## src/rtl/atm_session_ctrl_if.sv

```systemverilog
`default_nettype none
// ============================================================================
// Module   : atm_session_ctrl_if
// Brief    : Host-side bundle for atm_session_ctrl: table programming, login,
//            command handshake, forced exit and session status outputs.
// Revision : 1.0
// ============================================================================
interface atm_session_ctrl_if #(
    parameter int NUM_ACCTS = 10,
    parameter int ACC_W     = 12,
    parameter int PIN_W     = 4,
    parameter int BAL_W     = 16,
    parameter int AMT_W     = 11
);
    localparam int IW = $clog2(NUM_ACCTS);

    logic             prog_we;
    logic [IW-1:0]    prog_idx;
    logic [ACC_W-1:0] prog_acc;
    logic [PIN_W-1:0] prog_pin;
    logic [BAL_W-1:0] prog_bal;

    logic             login_req;
    logic [ACC_W-1:0] login_acc;
    logic [PIN_W-1:0] login_pin;

    logic             cmd_valid;
    logic [2:0]       cmd_op;
    logic [AMT_W-1:0] cmd_amt;
    logic [ACC_W-1:0] cmd_dest;
    logic             exit;

    logic             cmd_ready;
    logic             logged_in;
    logic             done;
    logic             error;
    logic [2:0]       err_code;
    logic [BAL_W-1:0] balance;

    modport master (
        output prog_we, prog_idx, prog_acc, prog_pin, prog_bal,
        output login_req, login_acc, login_pin,
        output cmd_valid, cmd_op, cmd_amt, cmd_dest, exit,
        input  cmd_ready, logged_in, done, error, err_code, balance
    );

    modport slave (
        input  prog_we, prog_idx, prog_acc, prog_pin, prog_bal,
        input  login_req, login_acc, login_pin,
        input  cmd_valid, cmd_op, cmd_amt, cmd_dest, exit,
        output cmd_ready, logged_in, done, error, err_code, balance
    );
endinterface
`default_nettype wire

```

## src/rtl/atm_session_ctrl.sv

```systemverilog
`default_nettype none
// ============================================================================
// Module   : atm_session_ctrl
// Brief    : ATM session controller with an account table, sequential
//            credential/destination scan, PIN lockout and idle timeout.
// Revision : 1.0
// ============================================================================
module atm_session_ctrl #(
    parameter int NUM_ACCTS   = 10,
    parameter int ACC_W       = 12,
    parameter int PIN_W       = 4,
    parameter int BAL_W       = 16,
    parameter int AMT_W       = 11,
    parameter int MAX_TRIES   = 3,
    parameter int TIMEOUT_CYC = 6000
) (
    input  logic              clk,
    input  logic              rst,
    atm_session_ctrl_if.slave bus
);
    localparam int IW = $clog2(NUM_ACCTS);
    localparam int FW = $clog2(MAX_TRIES + 1);
    localparam int TW = $clog2(TIMEOUT_CYC + 1);

    localparam logic [IW-1:0] LAST_IDX   = IW'(NUM_ACCTS - 1);
    localparam logic [TW-1:0] IDLE_LIMIT = TW'(TIMEOUT_CYC - 1);
    localparam logic [FW-1:0] TRY_LIMIT  = FW'(MAX_TRIES);

    localparam logic [2:0] OP_BAL    = 3'd0;
    localparam logic [2:0] OP_WD     = 3'd1;
    localparam logic [2:0] OP_DEP    = 3'd2;
    localparam logic [2:0] OP_XFER   = 3'd3;
    localparam logic [2:0] OP_LOGOUT = 3'd4;

    localparam logic [2:0] ERR_OK     = 3'd0;
    localparam logic [2:0] ERR_CRED   = 3'd1;
    localparam logic [2:0] ERR_LOCKED = 3'd2;
    localparam logic [2:0] ERR_FUNDS  = 3'd3;
    localparam logic [2:0] ERR_OVF    = 3'd4;
    localparam logic [2:0] ERR_DEST   = 3'd5;
    localparam logic [2:0] ERR_OP     = 3'd6;
    localparam logic [2:0] ERR_ABORT  = 3'd7;

    typedef enum logic [2:0] {
        S_IDLE       = 3'd0,
        S_SCAN_LOGIN = 3'd1,
        S_MENU       = 3'd2,
        S_EXEC       = 3'd3,
        S_SCAN_DEST  = 3'd4,
        S_FINISH     = 3'd5
    } state_t;

    state_t state_q, state_d;

    logic [ACC_W-1:0] acc_q  [NUM_ACCTS];
    logic [ACC_W-1:0] acc_d  [NUM_ACCTS];
    logic [PIN_W-1:0] pin_q  [NUM_ACCTS];
    logic [PIN_W-1:0] pin_d  [NUM_ACCTS];
    logic [BAL_W-1:0] bal_q  [NUM_ACCTS];
    logic [BAL_W-1:0] bal_d  [NUM_ACCTS];
    logic [FW-1:0]    fail_q [NUM_ACCTS];
    logic [FW-1:0]    fail_d [NUM_ACCTS];
    logic             vld_q  [NUM_ACCTS];
    logic             vld_d  [NUM_ACCTS];
    logic             lock_q [NUM_ACCTS];
    logic             lock_d [NUM_ACCTS];

    logic [ACC_W-1:0] lacc_q, lacc_d;
    logic [PIN_W-1:0] lpin_q, lpin_d;
    logic [2:0]       op_q, op_d;
    logic [AMT_W-1:0] amt_q, amt_d;
    logic [ACC_W-1:0] dest_q, dest_d;
    logic [IW-1:0]    scan_idx_q, scan_idx_d;
    logic             match_q, match_d;
    logic [IW-1:0]    match_idx_q, match_idx_d;
    logic [IW-1:0]    sess_idx_q, sess_idx_d;
    logic [TW-1:0]    idle_q, idle_d;

    logic             cmd_ready_q, cmd_ready_d;
    logic             logged_in_q, logged_in_d;
    logic             done_q, done_d;
    logic             error_q, error_d;
    logic [2:0]       err_code_q, err_code_d;
    logic [BAL_W-1:0] balance_q, balance_d;

    // Shared scan datapath: the key depends on whether we look up a login or a destination.
    logic [ACC_W-1:0] scan_key;
    logic             scan_hit;
    logic             scan_found;
    logic [IW-1:0]    scan_fidx;
    logic [FW-1:0]    fail_inc;
    logic [BAL_W-1:0] own_bal;
    logic [BAL_W-1:0] amt_ext;
    logic [BAL_W:0]   dep_sum;
    logic [BAL_W:0]   xfer_sum;

    assign scan_key   = (state_q == S_SCAN_DEST) ? dest_q : lacc_q;
    assign scan_hit   = vld_q[scan_idx_q] && (acc_q[scan_idx_q] == scan_key);
    assign scan_found = match_q || scan_hit;
    assign scan_fidx  = match_q ? match_idx_q : scan_idx_q;
    assign fail_inc   = fail_q[scan_fidx] + 1'b1;
    assign own_bal    = bal_q[sess_idx_q];
    assign amt_ext    = {{(BAL_W - AMT_W){1'b0}}, amt_q};
    assign dep_sum    = {1'b0, own_bal} + {1'b0, amt_ext};
    assign xfer_sum   = {1'b0, bal_q[match_idx_q]} + {1'b0, amt_ext};

    always_comb begin
        state_d     = state_q;
        acc_d       = acc_q;
        pin_d       = pin_q;
        bal_d       = bal_q;
        fail_d      = fail_q;
        vld_d       = vld_q;
        lock_d      = lock_q;
        lacc_d      = lacc_q;
        lpin_d      = lpin_q;
        op_d        = op_q;
        amt_d       = amt_q;
        dest_d      = dest_q;
        scan_idx_d  = scan_idx_q;
        match_d     = match_q;
        match_idx_d = match_idx_q;
        sess_idx_d  = sess_idx_q;
        idle_d      = idle_q;
        cmd_ready_d = cmd_ready_q;
        logged_in_d = logged_in_q;
        balance_d   = balance_q;
        done_d      = 1'b0;
        err_code_d  = ERR_OK;

        // Forced exit pre-empts every other transition, so no table write can slip through.
        if ((state_q != S_IDLE) && bus.exit) begin
            state_d     = S_IDLE;
            logged_in_d = 1'b0;
            cmd_ready_d = 1'b0;
            done_d      = 1'b1;
            err_code_d  = ERR_ABORT;
        end else begin
            case (state_q)
                S_IDLE: begin
                    if (bus.prog_we && (32'(bus.prog_idx) < 32'(NUM_ACCTS))) begin
                        acc_d[bus.prog_idx]  = bus.prog_acc;
                        pin_d[bus.prog_idx]  = bus.prog_pin;
                        bal_d[bus.prog_idx]  = bus.prog_bal;
                        vld_d[bus.prog_idx]  = 1'b1;
                        fail_d[bus.prog_idx] = '0;
                        lock_d[bus.prog_idx] = 1'b0;
                    end
                    if (bus.login_req) begin
                        lacc_d      = bus.login_acc;
                        lpin_d      = bus.login_pin;
                        scan_idx_d  = '0;
                        match_d     = 1'b0;
                        match_idx_d = '0;
                        state_d     = S_SCAN_LOGIN;
                    end
                end

                S_SCAN_LOGIN: begin
                    if (scan_idx_q != LAST_IDX) begin
                        scan_idx_d  = scan_idx_q + 1'b1;
                        match_d     = scan_found;
                        match_idx_d = scan_fidx;
                    end else begin
                        state_d = S_IDLE;
                        done_d  = 1'b1;
                        if (!scan_found) begin
                            err_code_d = ERR_CRED;
                        end else if (lock_q[scan_fidx]) begin
                            err_code_d = ERR_LOCKED;
                        end else if (pin_q[scan_fidx] != lpin_q) begin
                            err_code_d        = ERR_CRED;
                            fail_d[scan_fidx] = fail_inc;
                            if (fail_inc >= TRY_LIMIT) begin
                                lock_d[scan_fidx] = 1'b1;
                            end
                        end else begin
                            fail_d[scan_fidx] = '0;
                            sess_idx_d        = scan_fidx;
                            balance_d         = bal_q[scan_fidx];
                            logged_in_d       = 1'b1;
                            cmd_ready_d       = 1'b1;
                            idle_d            = '0;
                            state_d           = S_MENU;
                        end
                    end
                end

                S_MENU: begin
                    if (bus.cmd_valid && cmd_ready_q) begin
                        op_d        = bus.cmd_op;
                        amt_d       = bus.cmd_amt;
                        dest_d      = bus.cmd_dest;
                        cmd_ready_d = 1'b0;
                        idle_d      = '0;
                        if (bus.cmd_op == OP_XFER) begin
                            scan_idx_d  = '0;
                            match_d     = 1'b0;
                            match_idx_d = '0;
                            state_d     = S_SCAN_DEST;
                        end else begin
                            state_d = S_EXEC;
                        end
                    end else if (idle_q == IDLE_LIMIT) begin
                        state_d     = S_IDLE;
                        logged_in_d = 1'b0;
                        cmd_ready_d = 1'b0;
                        done_d      = 1'b1;
                        err_code_d  = ERR_ABORT;
                    end else begin
                        idle_d = idle_q + 1'b1;
                    end
                end

                S_EXEC: begin
                    done_d      = 1'b1;
                    cmd_ready_d = 1'b1;
                    state_d     = S_MENU;
                    case (op_q)
                        OP_BAL: balance_d = own_bal;
                        OP_WD: begin
                            if (amt_ext > own_bal) begin
                                err_code_d = ERR_FUNDS;
                            end else begin
                                bal_d[sess_idx_q] = own_bal - amt_ext;
                                balance_d         = own_bal - amt_ext;
                            end
                        end
                        OP_DEP: begin
                            if (dep_sum[BAL_W]) begin
                                err_code_d = ERR_OVF;
                            end else begin
                                bal_d[sess_idx_q] = dep_sum[BAL_W-1:0];
                                balance_d         = dep_sum[BAL_W-1:0];
                            end
                        end
                        OP_LOGOUT: begin
                            logged_in_d = 1'b0;
                            cmd_ready_d = 1'b0;
                            state_d     = S_IDLE;
                        end
                        default: err_code_d = ERR_OP;
                    endcase
                end

                S_SCAN_DEST: begin
                    match_d     = scan_found;
                    match_idx_d = scan_fidx;
                    if (scan_idx_q != LAST_IDX) begin
                        scan_idx_d = scan_idx_q + 1'b1;
                    end else begin
                        state_d = S_FINISH;
                    end
                end

                S_FINISH: begin
                    done_d      = 1'b1;
                    cmd_ready_d = 1'b1;
                    state_d     = S_MENU;
                    if (!match_q || (match_idx_q == sess_idx_q) || (dest_q == acc_q[sess_idx_q])) begin
                        err_code_d = ERR_DEST;
                    end else if (amt_ext > own_bal) begin
                        err_code_d = ERR_FUNDS;
                    end else if (xfer_sum[BAL_W]) begin
                        err_code_d = ERR_OVF;
                    end else begin
                        bal_d[sess_idx_q]  = own_bal - amt_ext;
                        bal_d[match_idx_q] = xfer_sum[BAL_W-1:0];
                        balance_d          = own_bal - amt_ext;
                    end
                end

                default: state_d = S_IDLE;
            endcase
        end

        error_d = (err_code_d != ERR_OK);
    end

    always_ff @(posedge clk or posedge rst) begin
        if (rst) begin
            state_q     <= S_IDLE;
            acc_q       <= '{default: '0};
            pin_q       <= '{default: '0};
            bal_q       <= '{default: '0};
            fail_q      <= '{default: '0};
            vld_q       <= '{default: 1'b0};
            lock_q      <= '{default: 1'b0};
            lacc_q      <= '0;
            lpin_q      <= '0;
            op_q        <= '0;
            amt_q       <= '0;
            dest_q      <= '0;
            scan_idx_q  <= '0;
            match_q     <= 1'b0;
            match_idx_q <= '0;
            sess_idx_q  <= '0;
            idle_q      <= '0;
            cmd_ready_q <= 1'b0;
            logged_in_q <= 1'b0;
            done_q      <= 1'b0;
            error_q     <= 1'b0;
            err_code_q  <= '0;
            balance_q   <= '0;
        end else begin
            state_q     <= state_d;
            acc_q       <= acc_d;
            pin_q       <= pin_d;
            bal_q       <= bal_d;
            fail_q      <= fail_d;
            vld_q       <= vld_d;
            lock_q      <= lock_d;
            lacc_q      <= lacc_d;
            lpin_q      <= lpin_d;
            op_q        <= op_d;
            amt_q       <= amt_d;
            dest_q      <= dest_d;
            scan_idx_q  <= scan_idx_d;
            match_q     <= match_d;
            match_idx_q <= match_idx_d;
            sess_idx_q  <= sess_idx_d;
            idle_q      <= idle_d;
            cmd_ready_q <= cmd_ready_d;
            logged_in_q <= logged_in_d;
            done_q      <= done_d;
            error_q     <= error_d;
            err_code_q  <= err_code_d;
            balance_q   <= balance_d;
        end
    end

    assign bus.cmd_ready = cmd_ready_q;
    assign bus.logged_in = logged_in_q;
    assign bus.done      = done_q;
    assign bus.error     = error_q;
    assign bus.err_code  = err_code_q;
    assign bus.balance   = balance_q;

endmodule
`default_nettype wire
```

## src/flat_wrapper.sv

```systemverilog
// flat-port wrapper written by rule: the top's interface ports become plain ports
module atm_session_ctrl_flat 
#(
    parameter int NUM_ACCTS   = 10,
    parameter int ACC_W       = 12,
    parameter int PIN_W       = 4,
    parameter int BAL_W       = 16,
    parameter int AMT_W       = 11,
    parameter int MAX_TRIES   = 3,
    parameter int TIMEOUT_CYC = 6000
)
  (clk, rst, bus_prog_we, bus_prog_idx, bus_prog_acc, bus_prog_pin, bus_prog_bal, bus_login_req, bus_login_acc, bus_login_pin, bus_cmd_valid, bus_cmd_op, bus_cmd_amt, bus_cmd_dest, bus_exit, bus_cmd_ready, bus_logged_in, bus_done, bus_error, bus_err_code, bus_balance);
  atm_session_ctrl_if #(.NUM_ACCTS(NUM_ACCTS), .ACC_W(ACC_W), .PIN_W(PIN_W), .BAL_W(BAL_W), .AMT_W(AMT_W)) bus_i ();
  input  logic clk;
  input  logic rst;
  input wire logic [$bits(bus_i.prog_we)-1:0] bus_prog_we;
  input wire logic [$bits(bus_i.prog_idx)-1:0] bus_prog_idx;
  input wire logic [$bits(bus_i.prog_acc)-1:0] bus_prog_acc;
  input wire logic [$bits(bus_i.prog_pin)-1:0] bus_prog_pin;
  input wire logic [$bits(bus_i.prog_bal)-1:0] bus_prog_bal;
  input wire logic [$bits(bus_i.login_req)-1:0] bus_login_req;
  input wire logic [$bits(bus_i.login_acc)-1:0] bus_login_acc;
  input wire logic [$bits(bus_i.login_pin)-1:0] bus_login_pin;
  input wire logic [$bits(bus_i.cmd_valid)-1:0] bus_cmd_valid;
  input wire logic [$bits(bus_i.cmd_op)-1:0] bus_cmd_op;
  input wire logic [$bits(bus_i.cmd_amt)-1:0] bus_cmd_amt;
  input wire logic [$bits(bus_i.cmd_dest)-1:0] bus_cmd_dest;
  input wire logic [$bits(bus_i.exit)-1:0] bus_exit;
  output wire logic [$bits(bus_i.cmd_ready)-1:0] bus_cmd_ready;
  output wire logic [$bits(bus_i.logged_in)-1:0] bus_logged_in;
  output wire logic [$bits(bus_i.done)-1:0] bus_done;
  output wire logic [$bits(bus_i.error)-1:0] bus_error;
  output wire logic [$bits(bus_i.err_code)-1:0] bus_err_code;
  output wire logic [$bits(bus_i.balance)-1:0] bus_balance;
  assign bus_i.prog_we = bus_prog_we;
  assign bus_i.prog_idx = bus_prog_idx;
  assign bus_i.prog_acc = bus_prog_acc;
  assign bus_i.prog_pin = bus_prog_pin;
  assign bus_i.prog_bal = bus_prog_bal;
  assign bus_i.login_req = bus_login_req;
  assign bus_i.login_acc = bus_login_acc;
  assign bus_i.login_pin = bus_login_pin;
  assign bus_i.cmd_valid = bus_cmd_valid;
  assign bus_i.cmd_op = bus_cmd_op;
  assign bus_i.cmd_amt = bus_cmd_amt;
  assign bus_i.cmd_dest = bus_cmd_dest;
  assign bus_i.exit = bus_exit;
  assign bus_cmd_ready = bus_i.cmd_ready;
  assign bus_logged_in = bus_i.logged_in;
  assign bus_done = bus_i.done;
  assign bus_error = bus_i.error;
  assign bus_err_code = bus_i.err_code;
  assign bus_balance = bus_i.balance;
  atm_session_ctrl #(.NUM_ACCTS(NUM_ACCTS), .ACC_W(ACC_W), .PIN_W(PIN_W), .BAL_W(BAL_W), .AMT_W(AMT_W), .MAX_TRIES(MAX_TRIES), .TIMEOUT_CYC(TIMEOUT_CYC)) u_core (.clk(clk), .rst(rst), .bus(bus_i));
endmodule
```

## config.mk

```make
export PLATFORM = sky130hd
export DESIGN_NAME = atm_session_ctrl_flat
export DESIGN_NICKNAME = d
export VERILOG_FILES = /design/src/rtl/atm_session_ctrl_if.sv /design/src/rtl/atm_session_ctrl.sv /design/src/flat_wrapper.sv
export SDC_FILE = /design/constraint.sdc
export NUM_CORES = 2
export LEC_CHECK = 0
export ABC_AREA = 1
export CORE_MARGIN = 2
export CORE_UTILIZATION = 40
export DETAILED_ROUTE_END_ITERATION = 8
export GPL_TIMING_DRIVEN = 0
export PLACE_DENSITY = 0.59
export SETUP_SLACK_MARGIN = 0.5
export SKIP_LAST_GASP = 1
export SLEW_MARGIN = 20
export SYNTH_ARGS = -nofsm -noshare
export SYNTH_HDL_FRONTEND = slang
export SYNTH_SLANG_ARGS = --single-unit
```

## constraint.sdc

```tcl
create_clock -name clk -period 34.8 [get_ports clk]
set_input_delay 6.96 -clock clk [delete_from_list [all_inputs] [get_ports clk]]
set_output_delay 6.96 -clock clk [all_outputs]
set_load 0.03 [all_outputs]
```

; Yosys cells after proc, flatten, opt, wreduce, memory -nomap -nowiden
; Cells that the tools add are included.
[word_totals]
register_bits = 454
latch_bits = 0
ram_bits = 0
romBits = 0
out_inout_bits = 23
memories = 0
[classes]
addsub = 6
mul = 0
div_mod_pow = 0
magnitude_cmp = 12
n_eq_ne = 45
shifts = 0
mux = 149
bitwise = 17
reduce_logical = 41
[ops]
columns = cell, n
row1 = 2-to-1 mux 160 bit, 6
row2 = bitwise mux 160 bit, 4
row3 = one-hot mux 160 bit (3 select lines), 1
row4 = one-hot mux 160 bit (2 select lines), 1
row5 = 2-to-1 mux 16 bit, 18
row6 = binary-select mux 16 bit (select 4 bit), 3
row7 = demux 16 bit (select 4 bit), 3
row8 = bitwise mux 120 bit, 1
row9 = 2-to-1 mux 20 bit, 5
row10 = binary-select mux 12 bit (select 4 bit), 2
row11 = one-hot mux 16 bit (3 select lines), 2
row12 = 2-to-1 mux 13 bit, 6
row13 = 2-to-1 mux 12 bit, 6
row14 = 2-to-1 mux 10 bit, 6
row15 = 2-to-1 mux 3 bit, 19
row16 = demux 12 bit (select 4 bit), 1
row17 = bitwise AND 20 bit, 2
row18 = bitwise mux 40 bit, 1
row19 = NOT 20 bit, 2
row20 = one-hot mux 20 bit (2 select lines), 1
row21 = 2-to-1 mux 4 bit, 9
row22 = adder 16 x 11 -> 17 bit, 2
row23 = AND reduction 6 bit, 5
row24 = 2-to-1 mux 1 bit, 26
row25 = 61 further kinds, 138

; Logic depth before layout (Yosys ltp)
[logic_depth]
ltp_word = 13
depth_mapped = 27
ltp_nobuf = 24

; Least setup slack after synthesis
; No wires, ideal clock.
[synth_timing]
path_kind = input port to flip-flop
from = in bus_prog_idx[2]
to = reg u_core.lock_q[1] (netlist name)
setup_time_ps = 65
arrival_time_ps = 8516
slack_ps = 26219
cell_stages = 10
n_path_buf = 1
cell_sequence = inv_1 a21oi_1 nor2_1 clkbuf_1 nor2_1 nor2_1 nand3_2 nor2_2 nand2_1 nand2_1
[synth_via]
elab_chain_cells = 9
[synth_rtl]
columns = element, line_no
row1 = "start, declared", flat_wrapper.sv:17  ; input wire logic [$bits(bus_i.prog_idx)-1:0] bus_prog_idx;
row2 = NOT 4 -> 5 bit (not written as such), atm_session_ctrl.sv:147  ; lock_d[bus.prog_idx] = 1'b0;
row3 = greater-or-equal comparator 5 bit (not written as such) / less-than comparator 5 x 1 -> 1 bit (equally long branches), atm_session_ctrl.sv:147
row4 = logical AND 1 bit (not written as such), atm_session_ctrl.sv:147
row5 = 2-to-1 mux 1 bit (not written as such), atm_session_ctrl.sv:147
row6 = demux 1 bit (select 4 bit), atm_session_ctrl.sv:147
row7 = NOT 10 bit (no line), n/a
row8 = bitwise AND 10 bit (no line), n/a
row9 = 2-to-1 mux 10 bit, atm_session_ctrl.sv:141  ; if (bus.prog_we && (32'(bus.prog_idx) < 32'(NUM_ACCTS))) begin
row10 = one-hot mux 10 bit (2 select lines), atm_session_ctrl.sv:139  ; case (state_q)
row11 = "end signal, assigned", atm_session_ctrl.sv:312  ; lock_q <= lock_d;
row12 = "end, declared", atm_session_ctrl.sv:65  ; logic lock_q [NUM_ACCTS];
; Several ways; a longest one is shown, not always the timed one. The select of a mux whose other input is x is not followed.
; A chain may end at the register's enable or synchronous reset.

; Final worst setup path
[layout_timing]
from = in bus_prog_idx[2]
to = reg u_core.bal_q[81] (netlist name)
[layout_via]
elab_chain_cells = 8
[layout_rtl]
columns = element, line_no
row1 = NOT 4 -> 5 bit (not written as such), atm_session_ctrl.sv:144  ; bal_d[bus.prog_idx] = bus.prog_bal;
row2 = greater-or-equal comparator 5 bit (not written as such) / less-than comparator 5 x 1 -> 1 bit (equally long branches), atm_session_ctrl.sv:144
row3 = logical AND 1 bit (not written as such), atm_session_ctrl.sv:144
row4 = 2-to-1 mux 16 bit (not written as such), atm_session_ctrl.sv:144
row5 = demux 16 bit (select 4 bit), atm_session_ctrl.sv:144
row6 = bitwise mux 160 bit, atm_session_ctrl.sv:144
row7 = 2-to-1 mux 160 bit, atm_session_ctrl.sv:141
row8 = one-hot mux 160 bit (3 select lines), atm_session_ctrl.sv:139
row9 = "end signal, assigned", atm_session_ctrl.sv:309  ; bal_q <= bal_d;
row10 = "end, declared", atm_session_ctrl.sv:59  ; logic [BAL_W-1:0] bal_q [NUM_ACCTS];
; Several ways; a longest one is shown, not always the timed one. The select of a mux whose other input is x is not followed.

==> flow_summary.toml <==
[run_status]
outcome = "complete, no violations"

[yosys]
synth.area.top_cells = "dfrtp_1 (33%), nand2_1 (22%), o21ai_0 (9.2%), nand3_1 (6.1%), inv_1 (6.0%)"
synth_edf_count = 0
ys_ff_latch = 454
synth-async-reset-ratio_pct = 100
synth.distinct_cells = 54
synthMostInstantiatedCell = "nand2_1"
yosysSeqAreaShare_pct = 32.9
synth_fp_nets = 5641
yosys_warnings = 0
synthCells = 5516
synth_area_sq_um = 34500
syn_avg_cell_area_sq_um = 6.26
synth_ff_type = "dfrtp_1"
synth_top_cell_by_area = "dfrtp_1"
synth_commonest_cells = "nand2_1 (1,991), o21ai_0 (636), inv_1 (552), dfrtp_1 (454), nand3_1 (418)"
synth_top_area_share_pct = 32.9

[timing]
max_slew_margin_pct = 6.76
worstMarginPinSlew_ns = 1.38
skew_ns = 0.0787
worst_slack_ns = 25.15
fin_crit_ns = 9.65
drv_slew = 0
rsz0062_at_grt = "false"
tns_ns = 0
fin_crit_sh_pct = 27.7
hold_viol = 0
setup_violations = 0
hold-worst-slack_ns = 0.449
fmax_mhz = 104

[clock_tree]
cts_root_buf = "clkbuf_16"
ctsHoldBuffers = 0
tritoncts = "done"
clk_path_buf_depth = 3
cts.sinks = 454
cts_made_buffers = 56
clk-insertion-delay-late_ns = 0.73
ctsResizeCount = 0
clkSlewWorstSetupHoldPaths_ns = 0.07
post-cts-setup-buffers = 0
cts_htree_levels = 2

[floorplan]
io_pins = 107
dieArea_sq_um = 88700
die_h_microns = 298
core-area_sq_um = 85400
core.rowCount = 107
die_w_microns = 298
start_util_pct = 40.4

[grt]
antenna_found_initial = 11
grt_overflow = 0
grt_max_degree = 98
grt_pass1_vias = 38500
track_usage_pct = 43.2
grt_pass1_wl_microns = 279000

[drt]
drt_first_pass_iters = 9
finalWirelength_microns = 198000
final_antenna_net_count = 0
vias_per_cell = 6.12
wl_per_cell_microns = 28.7
first_iter_violations = 6041
vias = 42100
drcViolationCount = 0

[critical_path]
cp_slowest_cell = "clkbuf_1"
critPathLaunchType = "primary input"
worst_ep_required_time_ns = 35.41
critPathMaxStageDelay_ns = 0.81
path_cells = "clkdlybuf4s50_1, inv_1, nor2_1, inv_1, nor2_1, inv_1, nor2_1, clkbuf_1, a21oi_1, o21ai_0, nand2_1, nand2_1"
worst_ep_arrival_time_ns = 10.26
reg2regPathDepth = 23
path_max_fanout = 10
crit_path_end_kind = "register"
crit_type = "in2reg"

[cells_and_area]
utilization_pct = 45.9
layoutNonFillerInstCount = 6880
area_growth_pct = 13.6
final_area_sq_um = 39200
drive_gt1_share_pct = 5.10
num-nets-final = 5806
num-fill-cells = 9395
multi_input_area_sq_um = 19800
ff_latch_area_sq_um = 11400

[placed_design]
io_buffers = 97
gp_congestion = 1.08
place_ws_ns = 24.82
dp.cells = 6767
dpl.hpwl_microns = 155000
place_area_sq_um = 37200

[min_path]
whs_path_depth = 2
hold_class = "reg2reg"

[power_and_ir_drop]
powerDensity_nw_per_um2 = 57.7
p_leak_nw = 19.2
ir_drop_mv = 0.0521
total_power_mw = 2.26

[run]
drv_cap = 0
## sequential cells by signal, summed over array words and instances, names as in the netlist, 10 cells and up
register / count
u_core.vld_q: 10
u_core.amt_q: 11
u_core.fail_q: 20
u_core.lock_q: 10
u_core.idle_q: 13
u_core.pin_q: 40
u_core.bus.balance: 16
u_core.bal_q: 160
u_core.acc_q: 120
u_core.lacc_q: 12
u_core.dest_q: 12
## logic make-up after synthesis
logic type / synth area share [%]
mux: 0.457
simple gates: 35.4
flops: 32.9
compound gates: 19.5
buf+inv: 9.83
xor+xnor: 0.355
fa+ha+maj: 1.55
## power breakdown
group	total (mW)	internal [mW]	leakage, nW	switching (mW)
clock	0.650	0.375	0.975	0.274
combinational	0.901	0.233	12.2	0.668
sequential	0.711	0.629	5.98	0.0822
## final timing paths
kind	to	start	slack (ns)
worst min-delay path	u_core.vld_q[1]	u_core.vld_q[1]	0.45
worst max register to register	u_core.bus.balance[7]	u_core.match_idx_q[0]	27.55
max in group asynchronous	u_core.acc_q[65]	rst	26.60
min in group asynchronous	u_core.amt_q[5]	rst	6.73
worst min register to register	u_core.vld_q[1]	u_core.vld_q[1]	0.45
worst max-delay path	u_core.bal_q[81]	bus_prog_idx[2]	25.15
## layout make-up
| cell class | instances | area share (%) |
|---|---|---|
| Multi-Input combinational cell | 4194 | 50.5 |
| Sequential cell | 454 | 29.0 |
| Inverter | 575 | 5.52 |
| Clock buffer | 79 | 4.17 |
| Tap cell | 1144 | 3.65 |
| Buffer | 293 | 3.17 |
| Timing Repair Buffer | 107 | 2.95 |
| Clock inverter | 26 | 0.976 |
| Antenna cell | 8 | 0.0510 |
## worst max-delay path, delay by kind of cell
family,cells,cell delay [ns]
compound gates,2,0.30
buf+inv,5,1.70
simple gates,5,1.28
## cells in the final DEF (no fill, tap or decap), types with 32 or more instances in the layout
cell,netlist,routed
nand2_1,1991,1991
o21ai_0,636,634
inv_1,552,551
dfrtp_1,454,454
nand3_1,418,418
nor2_1,368,363
clkbuf_1,186,187
o22ai_1,139,139
a21oi_1,129,128
clkdlybuf4s50_1,0,97
a22oi_1,84,84
nand4_1,77,77
buf_2,58,58
clkbuf_16,0,56
o211ai_1,55,55
ha_1,38,38
buf_1,32,32
o221ai_1,32,32
## layer usage
layer  GRT usage, %  routed length [microns]
met5              0                       55
met1           55.8                    76500
met4           29.7                    16500
met2           64.5                    83200
met3           9.22                    21600
(Power assumes the default switching activity.)
